File: src/rtl/hazard_pkg.sv
// Shared types and helpers for the pipeline hazard/stall controller.
// Build option: FORWARDING_EN (see hazard_stall_ctrl.sv).
package hazard_pkg;

    // Controller sequencing state.
    typedef enum logic [0:0] {
        RUN     = 1'b0,
        MC_WAIT = 1'b1
    } state_e;

    // r0 is hard-wired to zero, so it can never carry a true dependency.
    localparam int unsigned REG_ZERO = 0;

    // Operands arrive zero-extended to 32 bits so one helper serves any REG_AW.
    function automatic logic src_match(logic [31:0] src, logic [31:0] dst, logic vld);
        return vld && (src != REG_ZERO) && (src == dst);
    endfunction

endpackage

File: src/rtl/sat_counter.sv
// Saturating up-counter: +1 per cycle with inc=1, sticks at all-ones.
// Synchronous active-high reset.
module sat_counter #(
    parameter int unsigned CNT_W = 32
) (
    input  logic             clk,
    input  logic             rst,
    input  logic             inc,
    output logic [CNT_W-1:0] cnt
);

    logic [CNT_W-1:0] cnt_q;
    logic [CNT_W-1:0] cnt_d;

    // Next count: hold once all-ones so the value never wraps.
    always_comb begin
        cnt_d = cnt_q;
        if (inc && (cnt_q != {CNT_W{1'b1}})) begin
            cnt_d = cnt_q + CNT_W'(1);
        end
    end

    // Count register with synchronous reset.
    always_ff @(posedge clk) begin
        if (rst) begin
            cnt_q <= '0;
        end else begin
            cnt_q <= cnt_d;
        end
    end

    assign cnt = cnt_q;

endmodule

File: src/rtl/hazard_stall_ctrl.sv
// Hazard/stall controller for the 5-stage MIPS core.
// Drives PC hold, IF2ID freeze/flush and the ID2EX bubble; sequences multi-cycle EX ops
// (MULT/DIV) and keeps saturating stall/flush performance counters.
// Build option FORWARDING_EN: when defined, the datapath forwards from EX/MEM and only a
// load in EX feeding the ID instruction stalls (1 cycle). When undefined, any pending write
// in EX or MEM to a source register stalls until the producer has left MEM.
module hazard_stall_ctrl
    import hazard_pkg::*;
#(
    parameter int unsigned REG_AW = 5,
    parameter int unsigned MC_LAT = 4,
    parameter int unsigned CNT_W  = 32
) (
    input  logic              clk,
    input  logic              rst,
    input  logic [REG_AW-1:0] id_src1,
    input  logic [REG_AW-1:0] id_src2,
    input  logic              id_src2_vld,
    input  logic [REG_AW-1:0] ex_dst,
    input  logic              ex_wb_en,
    input  logic              ex_mem_read,
    input  logic [REG_AW-1:0] mem_dst,
    input  logic              mem_wb_en,
    input  logic              branch_taken,
    input  logic              mc_start,
    output logic              pc_freeze,
    output logic              if2id_freeze,
    output logic              if2id_flush,
    output logic              id2ex_bubble,
    output logic              mc_busy,
    output logic [CNT_W-1:0]  stall_cnt,
    output logic [CNT_W-1:0]  flush_cnt
);

    // The mc_start cycle is the first stall cycle, so MC_WAIT lasts MC_LAT-1 cycles and
    // the down-counter starts at MC_LAT-2.
    localparam int unsigned MC_CW   = (MC_LAT > 2) ? $clog2(MC_LAT - 1) : 1;
    localparam int unsigned MC_INIT = (MC_LAT >= 2) ? (MC_LAT - 2) : 0;

    if (MC_LAT < 2) begin : g_bad_mc_lat
        $error("hazard_stall_ctrl: MC_LAT must be at least 2");
    end

    state_e           state_q, state_d;
    logic [MC_CW-1:0] mc_cnt_q, mc_cnt_d;

    logic pc_freeze_c;
    logic if2id_freeze_c;
    logic if2id_flush_c;
    logic id2ex_bubble_c;

    logic [CNT_W-1:0] stall_cnt_raw;
    logic [CNT_W-1:0] flush_cnt_raw;

    logic ex_match;
    logic mem_match;
    logic data_haz;

    // Source/destination compares against the producers in EX and MEM.
    always_comb begin
        ex_match  = src_match(32'(id_src1), 32'(ex_dst), 1'b1) ||
                    src_match(32'(id_src2), 32'(ex_dst), id_src2_vld);
        mem_match = src_match(32'(id_src1), 32'(mem_dst), 1'b1) ||
                    src_match(32'(id_src2), 32'(mem_dst), id_src2_vld);
    end

`ifdef FORWARDING_EN
    // Forwarding covers ALU results; only a load result is not ready in time.
    assign data_haz = ex_mem_read && ex_wb_en && ex_match;

    // MEM-stage producers are always forwarded, so they never stall.
    logic unused_mem;
    assign unused_mem = ^{mem_match, mem_wb_en};
`else
    // No forwarding: wait until the producer has left MEM.
    assign data_haz = (ex_wb_en && ex_match) || (mem_wb_en && mem_match);

    // Load vs ALU makes no difference without forwarding.
    logic unused_ex_mem_read;
    assign unused_ex_mem_read = ex_mem_read;
`endif

    // Next state and hazard outputs; everything is forced low while rst is held.
    always_comb begin
        state_d        = state_q;
        mc_cnt_d       = mc_cnt_q;
        pc_freeze_c    = 1'b0;
        if2id_freeze_c = 1'b0;
        if2id_flush_c  = 1'b0;
        id2ex_bubble_c = 1'b0;

        if (!rst) begin
            unique case (state_q)
                RUN: begin
                    if (branch_taken) begin
                        // Squash the wrong-path fetches; a coincident mc_start is dropped.
                        if2id_flush_c  = 1'b1;
                        id2ex_bubble_c = 1'b1;
                    end else if (mc_start) begin
                        state_d        = MC_WAIT;
                        mc_cnt_d       = MC_CW'(MC_INIT);
                        pc_freeze_c    = 1'b1;
                        if2id_freeze_c = 1'b1;
                        id2ex_bubble_c = 1'b1;
                    end else if (data_haz) begin
                        pc_freeze_c    = 1'b1;
                        if2id_freeze_c = 1'b1;
                        id2ex_bubble_c = 1'b1;
                    end
                end
                MC_WAIT: begin
                    // branch_taken and mc_start cannot legally occur while EX is busy.
                    pc_freeze_c    = 1'b1;
                    if2id_freeze_c = 1'b1;
                    id2ex_bubble_c = 1'b1;
                    if (mc_cnt_q == '0) begin
                        state_d = RUN;
                    end else begin
                        mc_cnt_d = mc_cnt_q - MC_CW'(1);
                    end
                end
                default: begin
                    state_d = RUN;
                end
            endcase
        end
    end

    // State and multi-cycle counter registers; reset aborts any MC sequence.
    always_ff @(posedge clk) begin
        if (rst) begin
            state_q  <= RUN;
            mc_cnt_q <= '0;
        end else begin
            state_q  <= state_d;
            mc_cnt_q <= mc_cnt_d;
        end
    end

    sat_counter #(
        .CNT_W (CNT_W)
    ) u_stall_cnt (
        .clk (clk),
        .rst (rst),
        .inc (pc_freeze_c),
        .cnt (stall_cnt_raw)
    );

    sat_counter #(
        .CNT_W (CNT_W)
    ) u_flush_cnt (
        .clk (clk),
        .rst (rst),
        .inc (if2id_flush_c),
        .cnt (flush_cnt_raw)
    );

    assign pc_freeze    = pc_freeze_c;
    assign if2id_freeze = if2id_freeze_c;
    assign if2id_flush  = if2id_flush_c;
    assign id2ex_bubble = id2ex_bubble_c;
    assign mc_busy      = !rst && (state_q == MC_WAIT);
    assign stall_cnt    = rst ? '0 : stall_cnt_raw;
    assign flush_cnt    = rst ? '0 : flush_cnt_raw;

endmodule

File: config.mk
export PLATFORM = sky130hd
export DESIGN_NAME = hazard_stall_ctrl
export DESIGN_NICKNAME = d
export VERILOG_FILES = /design/src/rtl/hazard_pkg.sv /design/src/rtl/sat_counter.sv /design/src/rtl/hazard_stall_ctrl.sv
export SDC_FILE = /design/constraint.sdc
export NUM_CORES = 1
export LEC_CHECK = 0
export BUFFER_PORTS_ARGS = -buffer_cell sky130_fd_sc_hd__buf_4
export CAP_MARGIN = 20
export CELL_PAD_IN_SITES_DETAIL_PLACEMENT = 1
export CELL_PAD_IN_SITES_GLOBAL_PLACEMENT = 1
export CORE_AREA = 2 2 83 124
export DETAILED_ROUTE_END_ITERATION = 7
export DIE_AREA = 0 0 85 126
export PLACE_DENSITY_LB_ADDON = 0.25
export SYNTH_ARGS = -nofsm -noshare
export SYNTH_HDL_FRONTEND = slang
export SYNTH_SLANG_ARGS = --single-unit
File: constraint.sdc
create_clock -name clk -period 7 [get_ports clk]
set_input_delay 1.4 -clock clk [delete_from_list [all_inputs] [get_ports clk]]
set_output_delay 1.4 -clock clk [all_outputs]
set_load 0.005 [all_outputs]
==> out/qor.csv <==
stage;metric;value;unit
clocking;CTS buffer count;9;
die;area of the core;9634;µm²
setup_path;CP Data Arrival Time;3.38;ns
die;IO Pins;97;
routing;Final ANT Viol Nets;0;
routing;First-pass DRT Iterations;5;
setup_path;Req. time, crit path;5.60;ns
finish;P&R area growth vs syn;26.45;%
setup_path;worst reg2reg endpoint;u_stall_cnt.cnt[6];
routing;vias per cell;5.496;
global_route;number of global-route vias before repair;3921;
pwr;sequential share of power;41.9;%
finish;nets;614;
setup_path;critical path class;primary input to output port;
pwr;Sw Pwr;207.9;µW
clocking;Root Buffer;clkbuf_16;
synthesis;sequential area share after synthesis;33.87;%
global_route;initial antenna violation count;0;
setup_path;Worst setup EP type;output port;
finish;# diodes;0;
worst_hold_path;hold depth;2;
pwr;power density cells;184.4;nW/µm²
placed_design;PortBufs;95;
run_status;status;finished, final reports clean;
setup_path;CP Launch Point;id_src2[1];
setup_path;FF-to-FF Start;u_stall_cnt.cnt[1];
synthesis;synthesized area;3960;µm²
clocking;setup bufs post-CTS;0;
worst_hold_path;hold path start;mc_cnt_q[1];
routing;DRC viols;0;
setup_path;Worst R2R Path Depth;8;
clocking;clock-pin slew on the worst setup and hold paths;0.05;ns
routing;DR vias;3864;
synthesis;syn_area_per_cell;7.920;µm²
clocking;CTS tree;built;
sta;Setup TNS;0;ns
synthesis;post-synth cell types;52;
finish;layout cells sized above 1;21.77;%
routing;initial detailed-routing violation count;110;
clocking;Worst-Skew Late Latency;0.33;ns
sta;worst slew pin tran;0.7722;ns
pwr;Switching Share;22.51;%
sta;fmax;209.1;MHz
routing;WL final;10.77;mm
job;maxcap violations;0;
sta;worst-case clock skew;0.007607;ns
synthesis;Syn Inst Count;500;
pwr;Pwr Total;923.4;µW
setup_path;CP dominant cell by count;buf_4;
die;die height;126;µm
die;Die W;85;µm
placed_design;GPL Wtd Cong;0.8214;
synthesis;number of synthesized register bits;67;
clocking;clock buffer depth;2;
pwr;leakage;1.909;nW
die;Initial Util;41.10;%
sta;max-slew violation count;0;
global_route;largest net degree at the start of global routing;80;
pwr;maximum VDD drop;0.1158;mV
worst_hold_path;Hold Crit Class;flop to flop;
sta;RSZ-0062 raised after global routing;no;
synthesis;Ys Warns;0;
setup_path;Slowest cell on crit path;or4_1;
pwr;P_int;715.5;µW
setup_path;Worst R2R Setup Slack;4.15;ns
pwr;combinational group share of total power;7.1;%
routing;WL per Instance;15.32;µm
sta;Slew HR;48.52;%
setup_path;crit path launch type;primary input;
global_route;first-pass GRT wire length;18.17;mm
die;Rows;44;
setup_path;CP Cell Sequence;buf_4 -> or4_1 -> o21ai_1 -> o21ai_1 -> a211oi_4 -> buf_4 -> inv_1 -> buf_4;
setup_path;Crit path largest cell delay;0.53;ns
placed_design;hpwl dp;7.932;mm
clocking;H-tree depth;3;
sta;final hold vios;0;
clocking;Post-CTS Resized;0;
synthesis;syn nets;531;
clocking;clock sinks;67;
sta;# setup viols final;0;
sta;Period minus WS final;4.783;ns
global_route;aggregate global routing overflow;0;
die;die area;10710;µm²
pwr;clock power share;51.0;%
setup_path;critical path peak fanout;52;
global_route;Total GRT Usage;20.56;%
worst_hold_path;Hold EP;mc_cnt_q[1];
sta;period utilization;68.33;%
clocking;hold-fix buffers at CTS;0;
## worst max-delay path: cells and delay by family
kind	cells	cell delay [ns]
buffers and inverters	4	0.78
and+or+nand+nor	1	0.53
AOI/OAI and AO/OA	3	0.64
## power by group through the flow
stage          registers [mW]  logic, mW  clock network, mW
6_report                0.387     0.0657              0.471
5_1_grt                 0.387     0.0729              0.501
4_1_cts                 0.387     0.0668              0.486
3_5_place_dp            0.395     0.0664                  0
3_3_place_gp            0.395     0.0630                  0
2_1_floorplan           0.394     0.0401                  0
## Yosys cell counts, drive strengths merged
| master | n | area, µm² |
|---|---|---|
| a211oi | 5 | 50.05 |
| a21boi | 1 | 7.510 |
| a21o | 2 | 15.01 |
| a21oi | 24 | 123.9 |
| a221oi | 1 | 8.760 |
| a311oi | 1 | 15.01 |
| a41oi | 2 | 17.52 |
| and2 | 7 | 46.30 |
| and2b | 1 | 7.510 |
| and3 | 4 | 25.02 |
| and4 | 5 | 43.79 |
| and4b | 1 | 10.01 |
| buf | 11 | 85.08 |
| clkbuf | 14 | 53.80 |
| dfxtp | 67 | 1341 |
| ha | 3 | 37.54 |
| inv | 14 | 52.55 |
| mux2 | 10 | 123.9 |
| mux2i | 1 | 10.01 |
| nand2 | 30 | 112.6 |
| nand2b | 2 | 12.51 |
| nand3 | 30 | 150.1 |
| nand3b | 1 | 7.510 |
| nand4 | 21 | 131.4 |
| nand4b | 1 | 8.760 |
| nor2 | 61 | 231.5 |
| nor2b | 57 | 356.6 |
| nor3 | 11 | 55.05 |
| nor3b | 3 | 27.52 |
| nor4 | 4 | 31.28 |
| o21ai | 26 | 130.1 |
| o21bai | 1 | 7.510 |
| o31ai | 4 | 30.03 |
| or3 | 21 | 131.4 |
| or4 | 6 | 48.80 |
| or4b | 1 | 10.01 |
| xnor2 | 17 | 148.9 |
| xor2 | 29 | 254.0 |
## metrics by stage
stage	utilization (%)	setup slack [ns]	hold slack [ns]	cells	cell area, µm²
3_3_place_gp	48.71	2.289	0.4695	687	4693
5_1_grt	51.97	2.068	0.5212	703	5007
2_1_floorplan	-	2.558	0.4558	500	3960
4_1_cts	51.97	2.216	0.4904	703	5007
6_report	51.97	2.217	0.4838	703	5007
3_5_place_dp	48.71	2.218	0.4829	687	4693
## kinds of logic after synthesis
family	Yosys count	synth area share, %
compound gates	67	10.24
xor+xnor	46	10.17
fa+ha+maj	3	0.9480
buf+inv	39	4.834
flops	67	33.87
mux	11	3.381
simple gates	267	36.56
## per-layer routing
layer	wire, µm	global-route usage (%)	vias up
met5	0	0	-
met4	187	6.909	0
met3	423	4.653	19
met2	6061	39.38	80
met1	4096	21.47	1874
li1	-	-	1891
## cells in the final DEF (no fill, tap or decap), drive strengths merged, types with 7 or more instances in the layout
cell type  instances
nand3             30
or3               21
a21oi             24
inv               14
xnor2             17
o21ai             26
nand2             30
buf               97
nor3              11
xor2              29
and2               7
mux2              10
clkbuf            12
dfxtp             67
nand4             21
nor2              61
nor2b             57
## cell type report
class,instances,area [µm²]
well taps,115,143.9
clock inverters,4,47.55
multi-input cells,394,2427
repair buffers,97,728.2
clock buffers,12,266.5
fillers,1205,4627
flip-flops and latches,67,1341
inverters,14,52.55
## state kept, by name, indices dropped and copies added, names as in the netlist
name,cells
u_flush_cnt.cnt,32
state_q,1
mc_cnt_q,2
u_stall_cnt.cnt,32
## how the worst max path moves through the flow
| stage | to | slack, ns | cells after the start |
|---|---|---|---|
| 2_1_floorplan | pc_freeze | 2.56 | 9 |
| 4_1_cts | pc_freeze | 2.22 | 8 |
| 3_5_place_dp | pc_freeze | 2.22 | 8 |
| 3_3_place_gp | if2id_freeze | 2.29 | 9 |
| 6_report | pc_freeze | 2.22 | 8 |
| 5_1_grt | if2id_freeze | 2.07 | 8 |
No activity file was read; power rests on OpenSTA's default activity.
